[config.mk]
export PLATFORM = sky130hd
export DESIGN_NAME = instr_encoder_flat
export DESIGN_NICKNAME = d
export VERILOG_FILES = /design/src/rtl/riscv_pkg.sv /design/src/rtl/instr_encoder_if.sv /design/src/rtl/instr_enc_fifo.sv /design/src/rtl/instr_encoder.sv /design/src/flat_wrapper.sv
export SDC_FILE = /design/constraint.sdc
export NUM_CORES = 1
export LEC_CHECK = 0
export ABC_AREA = 1
export ABC_CLOCK_PERIOD_IN_PS = 2000
export CAP_MARGIN = 20
export CORE_ASPECT_RATIO = 1.1
export CORE_UTILIZATION = 35
export CTS_BUF_LIST = sky130_fd_sc_hd__clkbuf_4 sky130_fd_sc_hd__clkbuf_8
export DETAILED_ROUTE_END_ITERATION = 10
export MAX_ROUTING_LAYER = met4
export PLACE_DENSITY_LB_ADDON = 0.1
export SLEW_MARGIN = 15
export SYNTH_ARGS = -nofsm -noshare
export SYNTH_HDL_FRONTEND = slang
export SYNTH_HIERARCHICAL = 1
export SYNTH_SLANG_ARGS = --single-unit
export TNS_END_PERCENT = 30
[constraint.sdc]
create_clock -name clk -period 2 [get_ports clk]
set_input_delay 0.5 -clock clk [delete_from_list [all_inputs] [get_ports clk]]
set_output_delay 0.5 -clock clk [all_outputs]
set_load 0.05 [all_outputs]
[src/rtl/riscv_pkg.sv]
// RV32 instruction format/opcode definitions shared by the encoder and the decoder.
package riscv_pkg;

  typedef enum logic [2:0] {
    FMT_R = 3'd0,
    FMT_I = 3'd1,
    FMT_S = 3'd2,
    FMT_B = 3'd3,
    FMT_U = 3'd4,
    FMT_J = 3'd5
  } fmt_e;

  // Class reported for opcodes outside the supported set; never equals a legal fmt_e.
  localparam logic [2:0] FMT_NONE = 3'd7;

  localparam logic [6:0] OPC_OP     = 7'b0110011;
  localparam logic [6:0] OPC_OP_IMM = 7'b0010011;
  localparam logic [6:0] OPC_LOAD   = 7'b0000011;
  localparam logic [6:0] OPC_STORE  = 7'b0100011;
  localparam logic [6:0] OPC_BRANCH = 7'b1100011;
  localparam logic [6:0] OPC_LUI    = 7'b0110111;
  localparam logic [6:0] OPC_AUIPC  = 7'b0010111;
  localparam logic [6:0] OPC_JAL    = 7'b1101111;
  localparam logic [6:0] OPC_JALR   = 7'b1100111;
  localparam logic [6:0] OPC_SYSTEM = 7'b1110011;

  function automatic logic [2:0] fmt_of_opcode(input logic [4:0] op5);
    logic [2:0] f;
    f = FMT_NONE;
    case (op5)
      OPC_OP[6:2]:                    f = FMT_R;
      OPC_OP_IMM[6:2], OPC_LOAD[6:2],
      OPC_JALR[6:2], OPC_SYSTEM[6:2]: f = FMT_I;
      OPC_STORE[6:2]:                 f = FMT_S;
      OPC_BRANCH[6:2]:                f = FMT_B;
      OPC_LUI[6:2], OPC_AUIPC[6:2]:   f = FMT_U;
      OPC_JAL[6:2]:                   f = FMT_J;
      default:                        f = FMT_NONE;
    endcase
    return f;
  endfunction

endpackage

[src/rtl/instr_encoder_if.sv]
// Field-bundle input handshake and encoded-word output handshake of the instruction encoder.
interface instr_encoder_if;
  logic               in_valid;
  logic               in_ready;
  riscv_pkg::fmt_e    fmt;
  logic [6:0]         opcode;
  logic [4:0]         rd;
  logic [4:0]         rs1;
  logic [4:0]         rs2;
  logic [2:0]         funct3;
  logic [6:0]         funct7;
  logic [31:0]        imm;
  logic               out_valid;
  logic               out_ready;
  logic [31:0]        out_instr;
  logic               out_err;

  modport master (
    output in_valid, fmt, opcode, rd, rs1, rs2, funct3, funct7, imm, out_ready,
    input  in_ready, out_valid, out_instr, out_err
  );

  modport slave (
    input  in_valid, fmt, opcode, rd, rs1, rs2, funct3, funct7, imm, out_ready,
    output in_ready, out_valid, out_instr, out_err
  );
endinterface

[src/rtl/instr_enc_fifo.sv]
// Two-entry FIFO holding {err, instr}; the caller never pushes when full or pops when empty.
module instr_enc_fifo #(
  parameter int W = 33
) (
  input  logic         clk,
  input  logic         rst_n,
  input  logic         push,
  input  logic [W-1:0] push_data,
  input  logic         pop,
  output logic [W-1:0] pop_data,
  output logic         full,
  output logic         empty
);
  logic [W-1:0] mem [2];
  logic         wr_ptr;
  logic         rd_ptr;
  logic [1:0]   count;

  always_ff @(posedge clk or negedge rst_n) begin
    if (!rst_n) begin
      mem[0] <= '0;
      mem[1] <= '0;
      wr_ptr <= 1'b0;
      rd_ptr <= 1'b0;
      count  <= 2'd0;
    end else begin
      if (push) begin
        mem[wr_ptr] <= push_data;
        wr_ptr      <= ~wr_ptr;
      end
      if (pop) rd_ptr <= ~rd_ptr;
      case ({push, pop})
        2'b10:   count <= count + 2'd1;
        2'b01:   count <= count - 2'd1;
        default: count <= count;
      endcase
    end
  end

  assign pop_data = mem[rd_ptr];
  assign full     = (count == 2'd2);
  assign empty    = (count == 2'd0);
endmodule

[src/rtl/instr_encoder.sv]
// Packs RV32 instruction fields into a 32-bit word, flags illegal bundles and buffers
// results in a 2-deep queue with saturating good/error beat counters.
module instr_encoder
  import riscv_pkg::*;
#(
  parameter bit STRICT = 1'b1,
  parameter int CNT_W  = 16
) (
  input  logic             clk,
  input  logic             rst_n,
  instr_encoder_if.slave   bus,
  output logic [CNT_W-1:0] enc_count,
  output logic [CNT_W-1:0] err_count
);
  logic [31:0] imm;
  logic [31:0] word;
  logic        bad_imm;
  logic        err;
  logic        accept;
  logic        pop;
  logic        full;
  logic        empty;
  logic [32:0] head;

  assign imm = bus.imm;

  always_comb begin
    word    = '0;
    bad_imm = 1'b0;
    case (bus.fmt)
      FMT_R: word = {bus.funct7, bus.rs2, bus.rs1, bus.funct3, bus.rd, bus.opcode};
      FMT_I: begin
        word    = {imm[11:0], bus.rs1, bus.funct3, bus.rd, bus.opcode};
        bad_imm = !(&imm[31:11] || ~|imm[31:11]);
      end
      FMT_S: begin
        word    = {imm[11:5], bus.rs2, bus.rs1, bus.funct3, imm[4:0], bus.opcode};
        bad_imm = !(&imm[31:11] || ~|imm[31:11]);
      end
      FMT_B: begin
        word    = {imm[12], imm[10:5], bus.rs2, bus.rs1, bus.funct3, imm[4:1], imm[11],
                   bus.opcode};
        bad_imm = !(&imm[31:12] || ~|imm[31:12]) || imm[0];
      end
      FMT_U: begin
        word    = {imm[31:12], bus.rd, bus.opcode};
        bad_imm = |imm[11:0];
      end
      FMT_J: begin
        word    = {imm[20], imm[10:1], imm[11], imm[19:12], bus.rd, bus.opcode};
        bad_imm = !(&imm[31:20] || ~|imm[31:20]) || imm[0];
      end
      default: bad_imm = 1'b1;
    endcase
    err = bad_imm || (bus.opcode[1:0] != 2'b11) ||
          (STRICT && (fmt_of_opcode(bus.opcode[6:2]) != 3'(bus.fmt)));
  end

  assign accept = bus.in_valid && !full;
  assign pop    = !empty && bus.out_ready;

  instr_enc_fifo #(.W(33)) u_fifo (
    .clk       (clk),
    .rst_n     (rst_n),
    .push      (accept),
    .push_data (err ? {1'b1, 32'h0} : {1'b0, word}),
    .pop       (pop),
    .pop_data  (head),
    .full      (full),
    .empty     (empty)
  );

  // Ready comes only from registered occupancy, so out_ready never reaches in_ready.
  assign bus.in_ready  = !full;
  assign bus.out_valid = !empty;
  assign bus.out_instr = empty ? 32'h0 : head[31:0];
  assign bus.out_err   = !empty && head[32];

  always_ff @(posedge clk or negedge rst_n) begin
    if (!rst_n) begin
      enc_count <= '0;
      err_count <= '0;
    end else if (accept) begin
      if (err) begin
        if (err_count != '1) err_count <= err_count + CNT_W'(1);
      end else begin
        if (enc_count != '1) enc_count <= enc_count + CNT_W'(1);
      end
    end
  end
endmodule
[src/flat_wrapper.sv]
// flat-port wrapper written by rule: the top's interface ports become plain ports
module instr_encoder_flat import riscv_pkg::*;
#(
  parameter bit STRICT = 1'b1,
  parameter int CNT_W  = 16
)
  (clk, rst_n, enc_count, err_count, bus_in_valid, bus_fmt, bus_opcode, bus_rd, bus_rs1, bus_rs2, bus_funct3, bus_funct7, bus_imm, bus_out_ready, bus_in_ready, bus_out_valid, bus_out_instr, bus_out_err);
  instr_encoder_if bus_i ();
  input  logic clk;
  input  logic rst_n;
  output logic [CNT_W-1:0] enc_count;
  output logic [CNT_W-1:0] err_count;
  input wire logic [$bits(bus_i.in_valid)-1:0] bus_in_valid;
  input wire logic [$bits(bus_i.fmt)-1:0] bus_fmt;
  input wire logic [$bits(bus_i.opcode)-1:0] bus_opcode;
  input wire logic [$bits(bus_i.rd)-1:0] bus_rd;
  input wire logic [$bits(bus_i.rs1)-1:0] bus_rs1;
  input wire logic [$bits(bus_i.rs2)-1:0] bus_rs2;
  input wire logic [$bits(bus_i.funct3)-1:0] bus_funct3;
  input wire logic [$bits(bus_i.funct7)-1:0] bus_funct7;
  input wire logic [$bits(bus_i.imm)-1:0] bus_imm;
  input wire logic [$bits(bus_i.out_ready)-1:0] bus_out_ready;
  output wire logic [$bits(bus_i.in_ready)-1:0] bus_in_ready;
  output wire logic [$bits(bus_i.out_valid)-1:0] bus_out_valid;
  output wire logic [$bits(bus_i.out_instr)-1:0] bus_out_instr;
  output wire logic [$bits(bus_i.out_err)-1:0] bus_out_err;
  assign bus_i.in_valid = bus_in_valid;
  assign bus_i.fmt = bus_fmt;
  assign bus_i.opcode = bus_opcode;
  assign bus_i.rd = bus_rd;
  assign bus_i.rs1 = bus_rs1;
  assign bus_i.rs2 = bus_rs2;
  assign bus_i.funct3 = bus_funct3;
  assign bus_i.funct7 = bus_funct7;
  assign bus_i.imm = bus_imm;
  assign bus_i.out_ready = bus_out_ready;
  assign bus_in_ready = bus_i.in_ready;
  assign bus_out_valid = bus_i.out_valid;
  assign bus_out_instr = bus_i.out_instr;
  assign bus_out_err = bus_i.out_err;
  instr_encoder #(.STRICT(STRICT), .CNT_W(CNT_W)) u_core (.clk(clk), .rst_n(rst_n), .bus(bus_i), .enc_count(enc_count), .err_count(err_count));
endmodule
==> results.yml, run 1 <==
status:
  status: "finished, violations left"
  violations: "negative setup slack"
worst_setup_path:
  path_class: "reg2out"
  cp-start-kind: "register"
  crit_fanout: 9
  cp_data_arrival_time_ns: 1.61
  r2r_cells: 10
  worst_setup_path_end_kind: "primary output"
  r2r_start: "u_core/err_count[0]$_DFFE_PN0P_"
  worstReg2RegEnd: "u_core/err_count[13]$_DFFE_PN0P_"
  rrSetupSlack_ns: 0.22
  critPathRequiredTime_ns: 1.50
global_routing:
  overflow: 0
  grt_max_degree: 67
  track_usage_pct: 22.59
  first_global_vias: 6210
  grt_pass1_wl_um: 31690
  antenna_found_initial: 1
floorplan:
  die_area_um2: 18860
  fp-row-count: 51
  ios: 138
  start_util_pct: 36.01
  die_w_um: 131.0
  die_h_um: 143.9
  coreArea_um2: 17800
synthesis:
  syn_inst: 971
  avgSynthCellArea_um2: 6.603
  yosysTopAreaCell: "dfrtp_1"
  yosys_register_bits: 102
  synth_cell_types: 34
  syn_area_um2: 6411
  syn_nets: 1045
  yosys-top-cells-area: "dfrtp_1, nand2_1, inv_1"
  ys_warn_count: 6
  synth.top_cell.area_share_pct: 39.81
  seq_area_frac_synth_pct: 39.81
placement:
  place_hpwl_um: 14860
  gp_congestion: 0.9175
  place_area_um2: 9016
  io_buffers: 137
sta:
  slew_violations: 0
  worst_slack_ns: -0.1089
  post-route-min-period_ns: 2.109
  worst_clock_skew_ns: 0.01237
  fin_worst_hold_slack_ns: 0.4868
  worst_slew_pin_slew_ns: 0.4064
  fmax_mhz: 474.2
  hold_viol: 0
  timing.slew.headroom_pct: 72.91
  finalSetupViolCount: 27
  period_share_pct: 105.4
  grt_setup_unrepaired: "yes"
route:
  wl_per_cell_um: 14.64
  drc: 0
  viasPerCell: 4.740
  wl_um: 21200
  drtIter0Drc: 413
  vias: 6863
  ant_nets: 0
  firstDrtPassIters: 6
pwr:
  ir_worst_vdd_mv: 0.7419
  p_int_mw: 4.192
  pwr-share-comb_pct: 48.6
  clkPwrFrac_pct: 18.4
  p_leak_nw: 4.622
  power.switching_mw: 3.022
  total_power_mw: 7.214
  p_per_area_nw_per_um2: 713.7
  switching_share_pct: 41.89
  seqPwrFrac_pct: 33.1
layout:
  area_delta_synth_final_pct: 57.65
  drive_above_1_share_pct: 31.10
  layout.nets: 1278
  fin_area_um2: 10110
  layout_commonest_cell: "nand2_1"
  mostFrequentLayoutCells: "nand2_1, inv_1, buf_4"
clock_network:
  cts_tree: "yes"
  cts_root_buf: "clkbuf_8"
  numCtsBuffers: 9
  cts.sinks: 102
  clkSlewWorstSetupHoldPaths_ns: 0.10
  htreeDepth: 3
  clkLatencyLatePin_ns: 0.38
  max-clock-path-buffers: 2
hold_path:
  min_path_type: "in2async"
job:
  max_cap_viol_count: 0
power by group through the flow:
stage	combinational [mW]	clock [mW]	sequential (mW)
2_1_floorplan	1.35	0	2.59
3_3_place_gp	2.60	0	2.44
3_5_place_dp	2.61	0	2.44
4_1_cts	2.77	1.39	2.40
5_1_grt	3.74	1.46	2.41
6_report	3.50	1.33	2.38
layer usage:
metal  track usage [%]  up-vias  routed length [um]
li1                  -     3504                   -
met5                 -        -                   0
met3             2.569       21                 940
met4             7.562        0                 338
met1             28.90     3167                9189
met2             37.01      171               10740
how the worst max path moves through the flow:
stage / to / from / slack (ns)
floorplan: u_core/enc_count[5]$_DFFE_PN0P_ / u_core/enc_count[0]$_DFFE_PN0P_ / -0.02
global placement: u_core/u_fifo/mem[14]$_DFFE_PN0P_ / bus_opcode[2] / -0.73
detailed placement: u_core/u_fifo/mem[14]$_DFFE_PN0P_ / bus_opcode[2] / -0.76
CTS: bus_out_instr[12] / u_core/u_fifo/rd_ptr$_DFFE_PN0P_ / -0.12
global route: bus_out_instr[21] / u_core/u_fifo/rd_ptr$_DFFE_PN0P_ / -0.18
finish: bus_out_instr[21] / u_core/u_fifo/rd_ptr$_DFFE_PN0P_ / -0.11
repair_timing:
| action | CTS | global route |
|---|---|---|
| hold endpoints to repair | 7 | 0 |
| hold buffers | 1 | 0 |
| pin swaps | 28 | 77 |
| gates cloned | 5 | 7 |
| gates resized for setup | 136 | 161 |
| buffers inserted | 7 | 7 |
| endpoints found under the setup margin | 130 | 131 |
through the flow:
| step | util (%) | std cells | setup TNS, ns | setup WS (ns) |
|---|---|---|---|---|
| finish | 56.77 | 1448 | -1.809 | -0.1089 |
| global route | 56.77 | 1448 | -4.325 | -0.1779 |
| CTS | 53.68 | 1434 | -2.876 | -0.1228 |
| detailed placement | 50.64 | 1405 | -62.77 | -0.7578 |
| global placement | 50.64 | 1405 | -61.00 | -0.7337 |
| floorplan | - | 971 | -0.4481 | -0.02264 |
synthesized netlist by cell type (all sizes together):
master and count:
nor3 10, dfrtp 102, o21a 1, nor2 109
nor4 3, nand4 28, a221oi 3, buf 21
or2 1, xnor2 3, clkbuf 19, a21oi 15
a31oi 9, and2 1, o22ai 3, o21ai 101
xor2 8, ha 3, nand2 291, inv 178
nand3 62
critical path: stages (launching register included):
cell     delay, ns
dfrtp_2       0.44
buf_6         0.14
buf_6         0.14
o21ai_1       0.16
inv_1         0.07
nor2_2        0.12
buf_12        0.15
kinds of logic after synthesis:
group | count (synthesis) | share of synthesized area [%]
compound gates | 132 | 11.05
fa+ha+maj | 3 | 0.5855
flops | 102 | 39.81
xor+xnor | 11 | 1.503
simple gates | 505 | 33.26
buf+inv | 218 | 13.80
registers in the layout (all words and copies together), names as in the netlist:
name,flops
u_core/u_fifo/wr_ptr,1
u_core/u_fifo/count,2
u_core/u_fifo/rd_ptr,1
u_core/u_fifo/mem,66
u_core/enc_count,16
u_core/err_count,16
area by class of cell:
type	instances	area [um^2]
fill	1712	7696
multi-input combinational	654	3533
timing repair buffer	259	2846
sequential	102	2557
inverter	178	673.1
tap	238	297.8
clock buffer	12	158.9
clock inverter	4	37.54
antenna	1	2.502
Power figures use the tool's default switching activity.
==> run 2: changes to the inputs <==
--- a/config.mk
+++ b/config.mk
@@ -9,7 +9,8 @@
 export ABC_CLOCK_PERIOD_IN_PS = 2000
 export CAP_MARGIN = 20
 export CORE_ASPECT_RATIO = 1.1
-export CORE_UTILIZATION = 35
+export CORE_MARGIN = 5
+export CORE_UTILIZATION = 40
 export CTS_BUF_LIST = sky130_fd_sc_hd__clkbuf_4 sky130_fd_sc_hd__clkbuf_8
 export DETAILED_ROUTE_END_ITERATION = 10
 export MAX_ROUTING_LAYER = met4
==> results.yml, run 2 (synthesis gave the netlist of run 1 again) <==
status:
  status: "finished, violations left"
  violations: "negative setup slack"
worst_setup_path:
  crit_buf_inv: 3
  worst_setup_path_end_kind: "primary output"
  rrSetupSlack_ns: 0.12
  cp_data_arrival_time_ns: 1.60
  crit_fanout: 30
  critical_path.startpoint: "u_core/u_fifo/rd_ptr$_DFFE_PN0P_"
  cpMostUsedCell: "buf_12"
  cp-start-kind: "register"
  r2r_cells: 7
  cp-endpoint: "bus_out_instr[21]"
  crit_chain: "buf_12 > nand2_1 > o21ai_1 > inv_1 > nor2_4 > buf_12"
  r2r_start: "u_core/err_count[0]$_DFFE_PN0P_"
  slowest_stage: "dfrtp_2"
  crit_cells: 6
  critPathRequiredTime_ns: 1.50
  path_class: "reg2out"
  slowest_delay_ns: 0.49
  worstReg2RegEnd: "u_core/err_count[15]$_DFFE_PN0P_"
  cp_top_family: "flip-flops"
pwr:
  p_per_area_nw_per_um2: 683.5
  pwr-share-comb_pct: 42.2
  ir_worst_vdd_mv: 0.7416
  p_leak_nw: 4.466
  p_int_mw: 3.891
  clkPwrFrac_pct: 21.2
  seqPwrFrac_pct: 36.6
  power.switching_mw: 2.694
  switching_share_pct: 40.92
route:
  ant_nets: 0
  drtIter0Drc: 509
  firstDrtPassIters: 7
  vias: 6806
  viasPerCell: 4.886
  wl_per_cell_um: 14.20
  wl_um: 19790
  drc: 0
sta:
  fin_tns_setup_ns: -1.729
  post-route-min-period_ns: 2.101
  slew_violations: 0
  timing.slew.headroom_pct: 74.06
  period_share_pct: 105.0
  worst_clock_skew_ns: 0.01083
  worst_slew_pin_slew_ns: 0.3856
  fmax_mhz: 476.0
  worst_slack_ns: -0.1008
  finalSetupViolCount: 33
  grt_setup_unrepaired: "yes"
  hold_viol: 0
layout:
  largest_register: "u_core/u_fifo/mem"
  mostFrequentLayoutCells: "nand2_1, inv_1, buf_4"
  seq_area_um2: 2557
  area_delta_synth_final_pct: 50.27
  drive_above_1_share_pct: 27.20
  layout_commonest_cell: "nand2_1"
  multi_input_area_um2: 3323
  layout.nets: 1260
  fillers: 1480
  largest_register_ffs: 66
  reg_top3: "u_core/u_fifo/mem (66), u_core/enc_count (16), u_core/err_count (16)"
  fin_area_um2: 9634
floorplan:
  die_area_um2: 18660
  start_util_pct: 40.74
  die_w_um: 130.7
  die_h_um: 142.8
  fp-row-count: 48
  coreArea_um2: 15740
  ios: 138
global_routing:
  antenna_found_initial: 2
  first_global_vias: 6500
  grt_max_degree: 67
  track_usage_pct: 22.21
  overflow: 0
  grt_pass1_wl_um: 31970
clock_network:
  max-clock-path-buffers: 2
  clkLatencyLatePin_ns: 0.39
  cts_tree: "yes"
  numCtsBuffers: 9
  htreeDepth: 3
  clkSlewWorstSetupHoldPaths_ns: 0.10
  cts_root_buf: "clkbuf_8"
  cts.sinks: 102
placement:
  place_area_um2: 8889
  io_buffers: 137
  gp_congestion: 0.9366
  place_hpwl_um: 14440
job:
  max_cap_viol_count: 0
hold_path:
  min_path_type: "in2async"
run 2: cell count changes in the layout (fill, tap and decap cells not counted), moves of 6 or more:
cell	change
nand3_2	-10
nor2_4	-11
inv_2	-6
nand3_1	+13
buf_6	-10
nand2_1	+13
clkdlybuf4s15_1	-7
inv_1	+7
o21ai_2	-7
nand2_2	-11
o21ai_1	+10
nor2_2	+9
run 2: routing by layer:
metal	GRT usage (%)	part of all wire, %	up-vias
li1	-	-	3460
met1	28.29	43	3143
met2	35.93	50	166
met3	3.180	4.7	37
met4	8.175	2.7	0
met5	-	0	-
run 2: metrics by stage:
step / setup WS [ns] / total power [mW] / hold WS, ns / instances / utilization [%]
3_5_place_dp: -0.6927 / 5.030 / 0.4730 / 1358 / 56.49
3_3_place_gp: -0.6148 / 5.009 / 0.4651 / 1358 / 56.49
2_1_floorplan: -0.02264 / 3.937 / 0.2044 / 971 / -
6_report: -0.1008 / 6.585 / 0.09706 / 1393 / 61.23
5_1_grt: -0.1938 / 6.976 / 0.1084 / 1393 / 61.23
4_1_cts: -0.1159 / 6.579 / 0.09337 / 1386 / 60.33
run 2: how the worst min path moves through the flow:
stage / startpoint / end / slack [ns] / cells past startpoint
2_1_floorplan: rst_n / u_core/enc_count[0]$_DFFE_PN0P_ / 0.20 / 0
3_3_place_gp: u_core/u_fifo/mem[24]$_DFFE_PN0P_ / u_core/u_fifo/mem[24]$_DFFE_PN0P_ / 0.47 / 2
3_5_place_dp: u_core/u_fifo/mem[32]$_DFFE_PN0P_ / u_core/u_fifo/mem[32]$_DFFE_PN0P_ / 0.47 / 2
4_1_cts: rst_n / u_core/enc_count[0]$_DFFE_PN0P_ / 0.09 / 2
5_1_grt: rst_n / u_core/enc_count[1]$_DFFE_PN0P_ / 0.11 / 2
6_report: rst_n / u_core/enc_count[0]$_DFFE_PN0P_ / 0.1 / 2
run 2: layout make-up:
cell class	instances	share of cell area [%]
timing repair buffer	242	27.21
clock buffer	12	1.584
clock inverter	4	0.5584
inverter	178	6.961
tap	200	2.597
antenna	2	0.05195
multi-input combinational	653	34.49
sequential	102	26.55
run 2: power groups by stage:
stage	Sequential (mW)	Clock, mW	Combinational [mW]
global route	2.44	1.51	3.02
CTS	2.40	1.44	2.74
finish	2.41	1.40	2.78
global placement	2.43	0	2.58
detailed placement	2.44	0	2.59
floorplan	2.59	0	1.35
run 2: worst register-to-register path, cell delays in order, from the launching register on:
cell and delay [ns]:
dfrtp_2 0.41, ha_1 0.20, nand3_1 0.17, nor3_2 0.20
nand4_1 0.34, buf_4 0.28, nand4_1 0.12, nand2_1 0.07
run 2: timing repair:
action | CTS | global route
hold buffers | 0 | 0
resized for setup | 141 | 93
cloned | 4 | 2
buffers inserted | 9 | 3
pin swaps | 19 | 40
setup endpoints to repair | 127 | 126
